===== src/rtl/pic_bus_pkg.sv =====
// pic_bus_pkg: shared types and constants for the synchronous 8259A-style
// data-bus control block (pic_bus_control_sync) and its pin synchroniser.
//   bus_state_t  : initialisation sequencer states
//   strobe_t     : one-cycle register-write strobes to the interrupt core
//   *_BIT        : bit positions inside the low data byte used for decode
package pic_bus_pkg;

  typedef enum logic [2:0] {
    UNINIT,
    WAIT_ICW2,
    WAIT_ICW3,
    WAIT_ICW4,
    READY
  } bus_state_t;

  // D4 set with A0=0 selects ICW1; D3 separates OCW3 from OCW2.
  localparam int ICW1_SEL_BIT = 4;
  localparam int OCW3_SEL_BIT = 3;
  // ICW1 fields latched at ICW1 time.
  localparam int SNGL_BIT     = 1;
  localparam int IC4_BIT      = 0;

  typedef struct packed {
    logic icw1;
    logic icw2;
    logic icw3;
    logic icw4;
    logic ocw1;
    logic ocw2;
    logic ocw3;
  } strobe_t;

endpackage


===== src/rtl/pic_pin_sync.sv =====
// pic_pin_sync: STAGES-deep flop chain for bringing asynchronous bus pins into
// the core clock domain. Each bit resets to its own value from RST_VAL so the
// active-low control pins can come out of reset deasserted.
//   clk_i  : core clock
//   rst_i  : synchronous, active-high reset
//   d_i    : raw pin values
//   q_o    : synchronised values (last stage of the chain)
module pic_pin_sync #(
  parameter int               WIDTH   = 1,
  parameter int               STAGES  = 2,
  parameter logic [WIDTH-1:0] RST_VAL = '0
) (
  input  logic             clk_i,
  input  logic             rst_i,
  input  logic [WIDTH-1:0] d_i,
  output logic [WIDTH-1:0] q_o
);

  logic [STAGES-1:0][WIDTH-1:0] sync_q;

  always_ff @(posedge clk_i) begin
    if (rst_i) begin
      sync_q <= {STAGES{RST_VAL}};
    end else begin
      sync_q[0] <= d_i;
      for (int i = 1; i < STAGES; i++) begin
        sync_q[i] <= sync_q[i-1];
      end
    end
  end

  assign q_o = sync_q[STAGES-1];

endmodule


===== src/rtl/pic_bus_control_sync.sv =====
// pic_bus_control_sync: synchronous 8259A data-bus control logic.
// Samples CS#/RD#/WR#/A0/D on the core clock, latches write data while a
// write is active, and on the trailing edge of each write decodes it against
// the ICW1->ICW2->[ICW3]->[ICW4] initialisation sequence, producing one
// registered strobe per write.
//
// Parameters:
//   DATA_WIDTH  : CPU data width (>=8); only [7:0] is decoded, all forwarded
//   SYNC_STAGES : synchroniser depth (1..4)
// Ports:
//   clock, reset        : core clock, synchronous active-high reset
//   chip_select_n, read_enable_n, write_enable_n, address, data_bus_in
//                       : raw asynchronous CPU bus pins
//   internal_data_bus   : last captured write data
//   write_icw1..4, write_ocw1..3 : one-cycle write strobes
//   read                : level, synchronised CS#&RD# low with no write active
//   init_done           : initialisation complete (READY)
//   single_mode, icw4_needed : ICW1 SNGL / IC4 bits, latched
//   init_error          : one-cycle pulse when a write is ignored as illegal
//   read_end            : only with BUS_CTRL_RD_END_PULSE_EN defined; one-cycle
//                         pulse on the cycle after read falls
module pic_bus_control_sync
  import pic_bus_pkg::*;
#(
  parameter int DATA_WIDTH  = 8,
  parameter int SYNC_STAGES = 2
) (
  input  logic                  clock,
  input  logic                  reset,
  input  logic                  chip_select_n,
  input  logic                  read_enable_n,
  input  logic                  write_enable_n,
  input  logic                  address,
  input  logic [DATA_WIDTH-1:0] data_bus_in,
  output logic [DATA_WIDTH-1:0] internal_data_bus,
  output logic                  write_icw1,
  output logic                  write_icw2,
  output logic                  write_icw3,
  output logic                  write_icw4,
  output logic                  write_ocw1,
  output logic                  write_ocw2,
  output logic                  write_ocw3,
  output logic                  read,
  output logic                  init_done,
  output logic                  single_mode,
  output logic                  icw4_needed,
  output logic                  init_error
`ifdef BUS_CTRL_RD_END_PULSE_EN
  ,
  output logic                  read_end
`endif
);

  // ---------------------------------------------------------------- sync
  logic                  cs_s, rd_s, wr_s, addr_s;
  logic [DATA_WIDTH-1:0] data_s;

  // Control pins are active low, so they come out of reset deasserted.
  pic_pin_sync #(
    .WIDTH   (3),
    .STAGES  (SYNC_STAGES),
    .RST_VAL (3'b111)
  ) u_ctrl_sync (
    .clk_i (clock),
    .rst_i (reset),
    .d_i   ({chip_select_n, read_enable_n, write_enable_n}),
    .q_o   ({cs_s, rd_s, wr_s})
  );

  pic_pin_sync #(
    .WIDTH   (DATA_WIDTH + 1),
    .STAGES  (SYNC_STAGES),
    .RST_VAL ('0)
  ) u_bus_sync (
    .clk_i (clock),
    .rst_i (reset),
    .d_i   ({address, data_bus_in}),
    .q_o   ({addr_s, data_s})
  );

  // ---------------------------------------------------------------- write capture
  logic                  wr_act, wr_evt;
  logic                  wr_act_q;
  logic                  a_q;
  logic [DATA_WIDTH-1:0] data_q;

  assign wr_act = ~cs_s & ~wr_s;
  // Trailing edge of the write: whichever of CS#/WR# rises first ends it.
  assign wr_evt = wr_act_q & ~wr_act;

  // ---------------------------------------------------------------- decode
  bus_state_t state_q, state_d;
  strobe_t    strb_q, strb_d;
  logic       err_q, err_d;
  logic       sngl_q, sngl_d;
  logic       ic4_q, ic4_d;
  logic [7:0] dec_byte;

  assign dec_byte = data_q[7:0];

  always_comb begin
    state_d = state_q;
    strb_d  = '0;
    err_d   = 1'b0;
    sngl_d  = sngl_q;
    ic4_d   = ic4_q;
    if (wr_evt) begin
      if (!a_q && dec_byte[ICW1_SEL_BIT]) begin
        // ICW1 restarts initialisation from any state.
        strb_d.icw1 = 1'b1;
        sngl_d      = dec_byte[SNGL_BIT];
        ic4_d       = dec_byte[IC4_BIT];
        state_d     = WAIT_ICW2;
      end else begin
        unique case (state_q)
          UNINIT: err_d = 1'b1;
          WAIT_ICW2: begin
            if (a_q) begin
              strb_d.icw2 = 1'b1;
              if (!sngl_q)    state_d = WAIT_ICW3;
              else if (ic4_q) state_d = WAIT_ICW4;
              else            state_d = READY;
            end else begin
              err_d = 1'b1;
            end
          end
          WAIT_ICW3: begin
            if (a_q) begin
              strb_d.icw3 = 1'b1;
              state_d     = ic4_q ? WAIT_ICW4 : READY;
            end else begin
              err_d = 1'b1;
            end
          end
          WAIT_ICW4: begin
            if (a_q) begin
              strb_d.icw4 = 1'b1;
              state_d     = READY;
            end else begin
              err_d = 1'b1;
            end
          end
          READY: begin
            if (a_q)                         strb_d.ocw1 = 1'b1;
            else if (dec_byte[OCW3_SEL_BIT]) strb_d.ocw3 = 1'b1;
            else                             strb_d.ocw2 = 1'b1;
          end
          default: state_d = UNINIT;
        endcase
      end
    end
  end

  always_ff @(posedge clock) begin
    if (reset) begin
      state_q  <= UNINIT;
      wr_act_q <= 1'b0;
      a_q      <= 1'b0;
      data_q   <= '0;
      strb_q   <= '0;
      err_q    <= 1'b0;
      sngl_q   <= 1'b0;
      ic4_q    <= 1'b0;
    end else begin
      state_q  <= state_d;
      wr_act_q <= wr_act;
      if (wr_act) begin
        a_q    <= addr_s;
        data_q <= data_s;
      end
      strb_q   <= strb_d;
      err_q    <= err_d;
      sngl_q   <= sngl_d;
      ic4_q    <= ic4_d;
    end
  end

  // ---------------------------------------------------------------- outputs
  assign internal_data_bus = data_q;
  assign write_icw1        = strb_q.icw1;
  assign write_icw2        = strb_q.icw2;
  assign write_icw3        = strb_q.icw3;
  assign write_icw4        = strb_q.icw4;
  assign write_ocw1        = strb_q.ocw1;
  assign write_ocw2        = strb_q.ocw2;
  assign write_ocw3        = strb_q.ocw3;
  assign init_error        = err_q;
  assign single_mode       = sngl_q;
  assign icw4_needed       = ic4_q;
  assign init_done         = (state_q == READY);
  // A simultaneous write takes priority over the read.
  assign read              = ~cs_s & ~rd_s & ~wr_act;

`ifdef BUS_CTRL_RD_END_PULSE_EN
  logic read_q;

  always_ff @(posedge clock) begin
    if (reset) read_q <= 1'b0;
    else       read_q <= read;
  end

  assign read_end = read_q & ~read;
`endif

endmodule


===== config.mk =====
export PLATFORM = sky130hd
export DESIGN_NAME = pic_bus_control_sync
export DESIGN_NICKNAME = d
export VERILOG_FILES = /design/src/rtl/pic_bus_pkg.sv /design/src/rtl/pic_pin_sync.sv /design/src/rtl/pic_bus_control_sync.sv
export SDC_FILE = /design/constraint.sdc
export NUM_CORES = 1
export LEC_CHECK = 0
export ABC_AREA = 1
export ABC_CLOCK_PERIOD_IN_PS = 2500
export BUFFER_PORTS_ARGS = -buffer_cell sky130_fd_sc_hd__buf_4
export CORE_ASPECT_RATIO = 1.1
export CORE_MARGIN = 3
export CORE_UTILIZATION = 28
export CTS_CLUSTER_SIZE = 30
export DETAILED_ROUTE_END_ITERATION = 6
export PLACE_DENSITY = 0.49
export SLEW_MARGIN = 20
export SYNTH_ARGS = -nofsm -noshare
export SYNTH_HDL_FRONTEND = slang
export SYNTH_SLANG_ARGS = --single-unit

===== constraint.sdc =====
create_clock -name clock -period 2.5 [get_ports clock]
set_input_delay 0.125 -clock clock [delete_from_list [all_inputs] [get_ports clock]]
set_output_delay 0.125 -clock clock [all_outputs]
set_load 0.05 [all_outputs]

* Word-level counts from Yosys, hierarchy flattened *
Cells that the tools add are included.

word-level totals
  flip-flop bits (word level) = 47
  input bits = 14
  output and inout bits = 20

cells by class
  eq/ne operators = 8
  muxes and demuxes = 13
  bitwise logic cells = 13
  reductions and logical operators = 14

operator list
  operator                                                                count
  3-bit 2-to-1 mux                                                        6
  4-bit OR reduction                                                      4
  3-bit case mux with 4 select lines                                      1
  3-bit != test (second input constant)                                   3
  1-bit NOT                                                               9
  3-bit by 2-bit equality test with 1-bit output (second input constant)  2
  3-bit OR reduction                                                      2
  1-bit 2-to-1 mux                                                        5
  5-bit AND reduction                                                     1
  5-bit OR reduction                                                      1
  1-bit bitwise AND                                                       4
  2-bit OR reduction                                                      2
  3-bit by 1-bit equality test with 1-bit output (second input constant)  1
  3-bit equality test (second input constant)                             1
  3-bit logical NOT                                                       1
  2-bit by 1-bit != test with 1-bit output (second input constant)        1
  1-bit case mux with 2 select lines                                      1
  2-bit AND reduction                                                     1
  1-bit logical AND                                                       1
  1-bit logical NOT                                                       1

* Depth between registers and ports, before layout *
  word-level depth = 6
  depth in mapped cells = 7
  mapped depth without buffers = 7

* Hierarchy *
From an unflattened synthesis, not the netlist that was laid out.

unflattened totals
  cell total of the unflattened synthesis = 206
  area, all modules = 1729.2 sq um

by module, submodules not included
  module                      instances  cells an instance  area an instance (sq um)  seq. area each (sq um)
  pic_bus_control_sync        1          119                948.4                     460.4
  pic_pin_sync (u_bus_sync)   1          65                 589.3                     360.3
  pic_pin_sync (u_ctrl_sync)  1          22                 191.4                     120.1

* Worst setup path before layout *
No wires, ideal clock.

  kind = register to output
  start = register u_ctrl_sync.sync_q, in the netlist u_ctrl_sync.q_o[2]
  end = output read
  arrival time = 1482 ps
  slack = 893 ps
  stages on the path, launching flop included = 3
  buffers on the path = 0
  cells stage by stage = dfxtp_1 nor2_4 nor3_1

on the way
  cells in the longest elaborated chain, start to end = 4

ends and longest elaborated chain
  item                               line                                                     source
  from (decl)                        pic_pin_sync.sv:19                                       logic [STAGES-1:0][WIDTH-1:0] sync_q;
  from (signal assigned)             pic_pin_sync.sv:23                                       sync_q <= {STAGES{RST_VAL}};
  from (signal, indexed assignment)  pic_pin_sync.sv:27                                       sync_q[i] <= sync_q[i-1];
  1-bit NOT *                        pic_bus_control_sync.sv:87, pic_bus_control_sync.sv:192
  1-bit bitwise AND                  pic_bus_control_sync.sv:87                               assign wr_act = ~cs_s & ~wr_s;
  1-bit NOT                          pic_bus_control_sync.sv:192                              assign read = ~cs_s & ~rd_s & ~wr_act;
  1-bit bitwise AND *                pic_bus_control_sync.sv:192
  to (decl)                          pic_bus_control_sync.sv:43                               output logic read,

Mark *: on every way between the ends. The rest lies on a longest branch, timed or not.

* Worst setup path in the final report *
  start = register state_q[1]
  end = output init_done

on the way
  cells in the longest elaborated chain, start to end = 1

ends and longest elaborated chain
  item                    line                         source
  from (decl)             pic_bus_control_sync.sv:92   bus_state_t state_q, state_d;
  from (signal assigned)  pic_bus_control_sync.sv:165  state_q <= state_d;
  3-bit equality test     pic_bus_control_sync.sv:190  assign init_done = (state_q == READY);
  to (decl)               pic_bus_control_sync.sv:44   output logic init_done,

Every way passes these cells.

==> impl_metrics.ini <==
[run_status]
status = finished, final reports clean

[synthesis]
synth.mux.area_fraction = 0
syn-cell-area_um2 = 1590
ys_seq_area_frac = 0.593
synth_top_family_by_area = simple AND/OR/NAND/NOR gates
synth_xor_area_frac = 0
synth_area_leaders = dfxtp_1 (59%), nor2_1 (12%), inv_1 (5.4%)
yosys_warnings = 0
synth-seq-cells = 47
synth_top_area_cell = dfxtp_1
syn_nets = 202
netlist_instances = 188
synth.top_cell.area_share = 0.593
synth_cell_types = 20
synthSimpleGateAreaFrac = 0.260
synth_area_per_cell_um2 = 8.44
synth-compound-area-share = 0.0599
synthAdderAreaFrac = 0

[worst_setup_path]
cp.arrival_ps = 1260
path_cells = inv_2 -> nand2_1 -> nor2_1 -> buf_4
cp-start-kind = register
r2r_start = state_q[1]$_SDFFE_PP0P_
crit_path_max_fanout = 7
cp_num_buf_inv = 2
worstRegToRegCells = 6
slowest_stage = dfxtp_1
cp.required_ps = 2380
r2r_end = state_q[2]$_SDFFE_PP0P_
path_class = register to output port
rrSetupSlack_ps = 1400
end_kind = output port
slowest_delay_ps = 330
crit_family = flip-flops

[cells_and_area]
num_antenna_cells = 0
final_layout_size_suffix_gt1_frac = 0.277
fillCellCount = 575
final_cell_mix = nor2_1 (49), dfxtp_1 (47), buf_4 (33)
fin_area_um2 = 2020
layout_commonest_cell = nor2_1
fin_nets = 238
area_growth_pct = 27.1

[timing]
slew_headroom = 0.826
setup_tns_ps = 0
final_max_slew_viol_count = 0
finalClockSkew_ps = 4.10
tightest_slew_ps = 260
period_share = 0.554
grt_setup_unrepaired = false
final_hold_viol_count = 0
period_minus_slack_ps = 1380
timing.fmax_mhz = 722
setup-violations-final = 0

[detailed_routing]
drc = 0
avgViaCountPerCell = 3.89
drt-initial-drc-count = 31
routedWlPerCell_um = 8.80
ant_nets = 0
first_pass_iters = 4
wl_um = 2630
dr_total_vias = 1163

[clock_tree]
root_buffer = clkbuf_8
insertion_delay_ps = 290
cts_resized = 0
hold_buffers = 0
clk_path_buf_depth = 2
tritoncts = done
cts.sinks = 47
clk_pin_slew_ps = 80
h-tree-depth = 2
cts_setup_buffers = 0
cts_buffers = 5

[placement]
place_hpwl_um = 1920
placed_area_um2 = 1900
gp_congestion = 0.722
port_buffers = 33

[die]
die_h_um = 84.9
start_util = 0.292
rows = 28
die_area_um2 = 6610
coreArea_um2 = 5430
die_x_um = 77.8
io_pins = 34

[job]
cap_violations = 0

[min_path]
hold_depth = 2
hp-class = primary input to register
worstHoldEndpoint = u_ctrl_sync.sync_q[1]$_SDFF_PP1_
worstHoldStart = read_enable_n

[grt]
grt_pass1_wl_um = 4360
grt_max_degree = 28
grt.total_usage = 0.0842
overflow = 0
antenna_found_initial = 0
first_global_vias = 1004

[power]
ir_worst_vdd_mv = 0.363
power_density_nw_per_um2 = 672
leakage_uw = 0.000944
[stage by stage]
step                cells   util  worst slack [ps]  hold WS, ps  total power, µW
floorplan             188      -               893          229              826
global placement      291  0.350              1390          310              847
detailed placement    291  0.350              1410          312              848
CTS                   298  0.370              1100         1.90             1380
global route          299  0.371              1040        0.284             1420
finish                299  0.371              1120         17.5             1350
[cells in the mapped netlist (all sizes together)]
| cell type | n |
|---|---|
| nor2 | 53 |
| dfxtp | 47 |
| inv | 28 |
| nand2 | 19 |
| o21ai | 13 |
| nand3 | 7 |
| a21oi | 6 |
| or2 | 6 |
| buf | 5 |
| nor3 | 2 |
| clkinv | 1 |
| nand3b | 1 |
[worst max path at each step]
stage / depth (start not counted) / end / start / slack (ps)
global route: 4 / init_done / state_q[1]$_SDFFE_PP0P_ / 1040
global placement: 6 / state_q[2]$_SDFFE_PP0P_ / state_q[1]$_SDFFE_PP0P_ / 1390
floorplan: 2 / read / u_ctrl_sync.q_o[2]$_SDFF_PP1_ / 890
finish: 4 / init_done / state_q[1]$_SDFFE_PP0P_ / 1120
detailed placement: 4 / a_q$_SDFFE_PP0P_ / u_ctrl_sync.q_o[2]$_SDFF_PP1_ / 1410
CTS: 4 / init_done / state_q[1]$_SDFFE_PP0P_ / 1100
[logic make-up (layout without fill, tap and decap cells)]
family,after synthesis,in the layout
DFF,47,47
buffers and inverters,34,70
and+or+nand+nor,88,88
AOI/OAI and AO/OA,19,19
[layout make-up]
| cell class | instances | area [µm²] | share of cell area |
|---|---|---|---|
| flip-flops and latches | 47 | 941 | 0.467 |
| multi-input cells | 107 | 508 | 0.252 |
| clock inverters | 2 | 37.5 | 0.0186 |
| inverters | 29 | 110 | 0.0546 |
| repair buffers | 34 | 258 | 0.128 |
| clock buffers | 5 | 68.8 | 0.0341 |
| well taps | 75 | 93.8 | 0.0465 |
[flip-flops by register name, summed over array words and instances (netlist names), 3 cells and up]
| register | count |
|---|---|
| u_bus_sync.q_o | 9 |
| state_q | 3 |
| u_bus_sync.sync_q | 9 |
| u_ctrl_sync.sync_q | 3 |
| internal_data_bus | 8 |
| u_ctrl_sync.q_o | 3 |
[metal layers]
layer | global-route usage | vias to the layer above | wire length (µm) | share of wire
met5 | 0 | - | 0 | 0
met4 | 0.0485 | 0 | 33 | 0.013
met3 | 0.0340 | 4 | 177 | 0.067
met2 | 0.140 | 24 | 1260 | 0.48
met1 | 0.0897 | 499 | 1160 | 0.44
li1 | - | 636 | - | -
[power breakdown]
group / internal, µW / leakage [µW] / switching (µW)
sequential: 768 / 0.000384 / 6.18
clock: 292 / 0.0000502 / 233
combinational: 26.4 / 0.000509 / 29.2
[worst register-to-register path: cells and delay by family, from the launching register on]
kind	cells	cell delay, ps
and+or+nand+nor	4	390
DFF	1	330
AOI/OAI and AO/OA	1	170
buffers and inverters	1	100
Power figures use the tool's default switching activity.
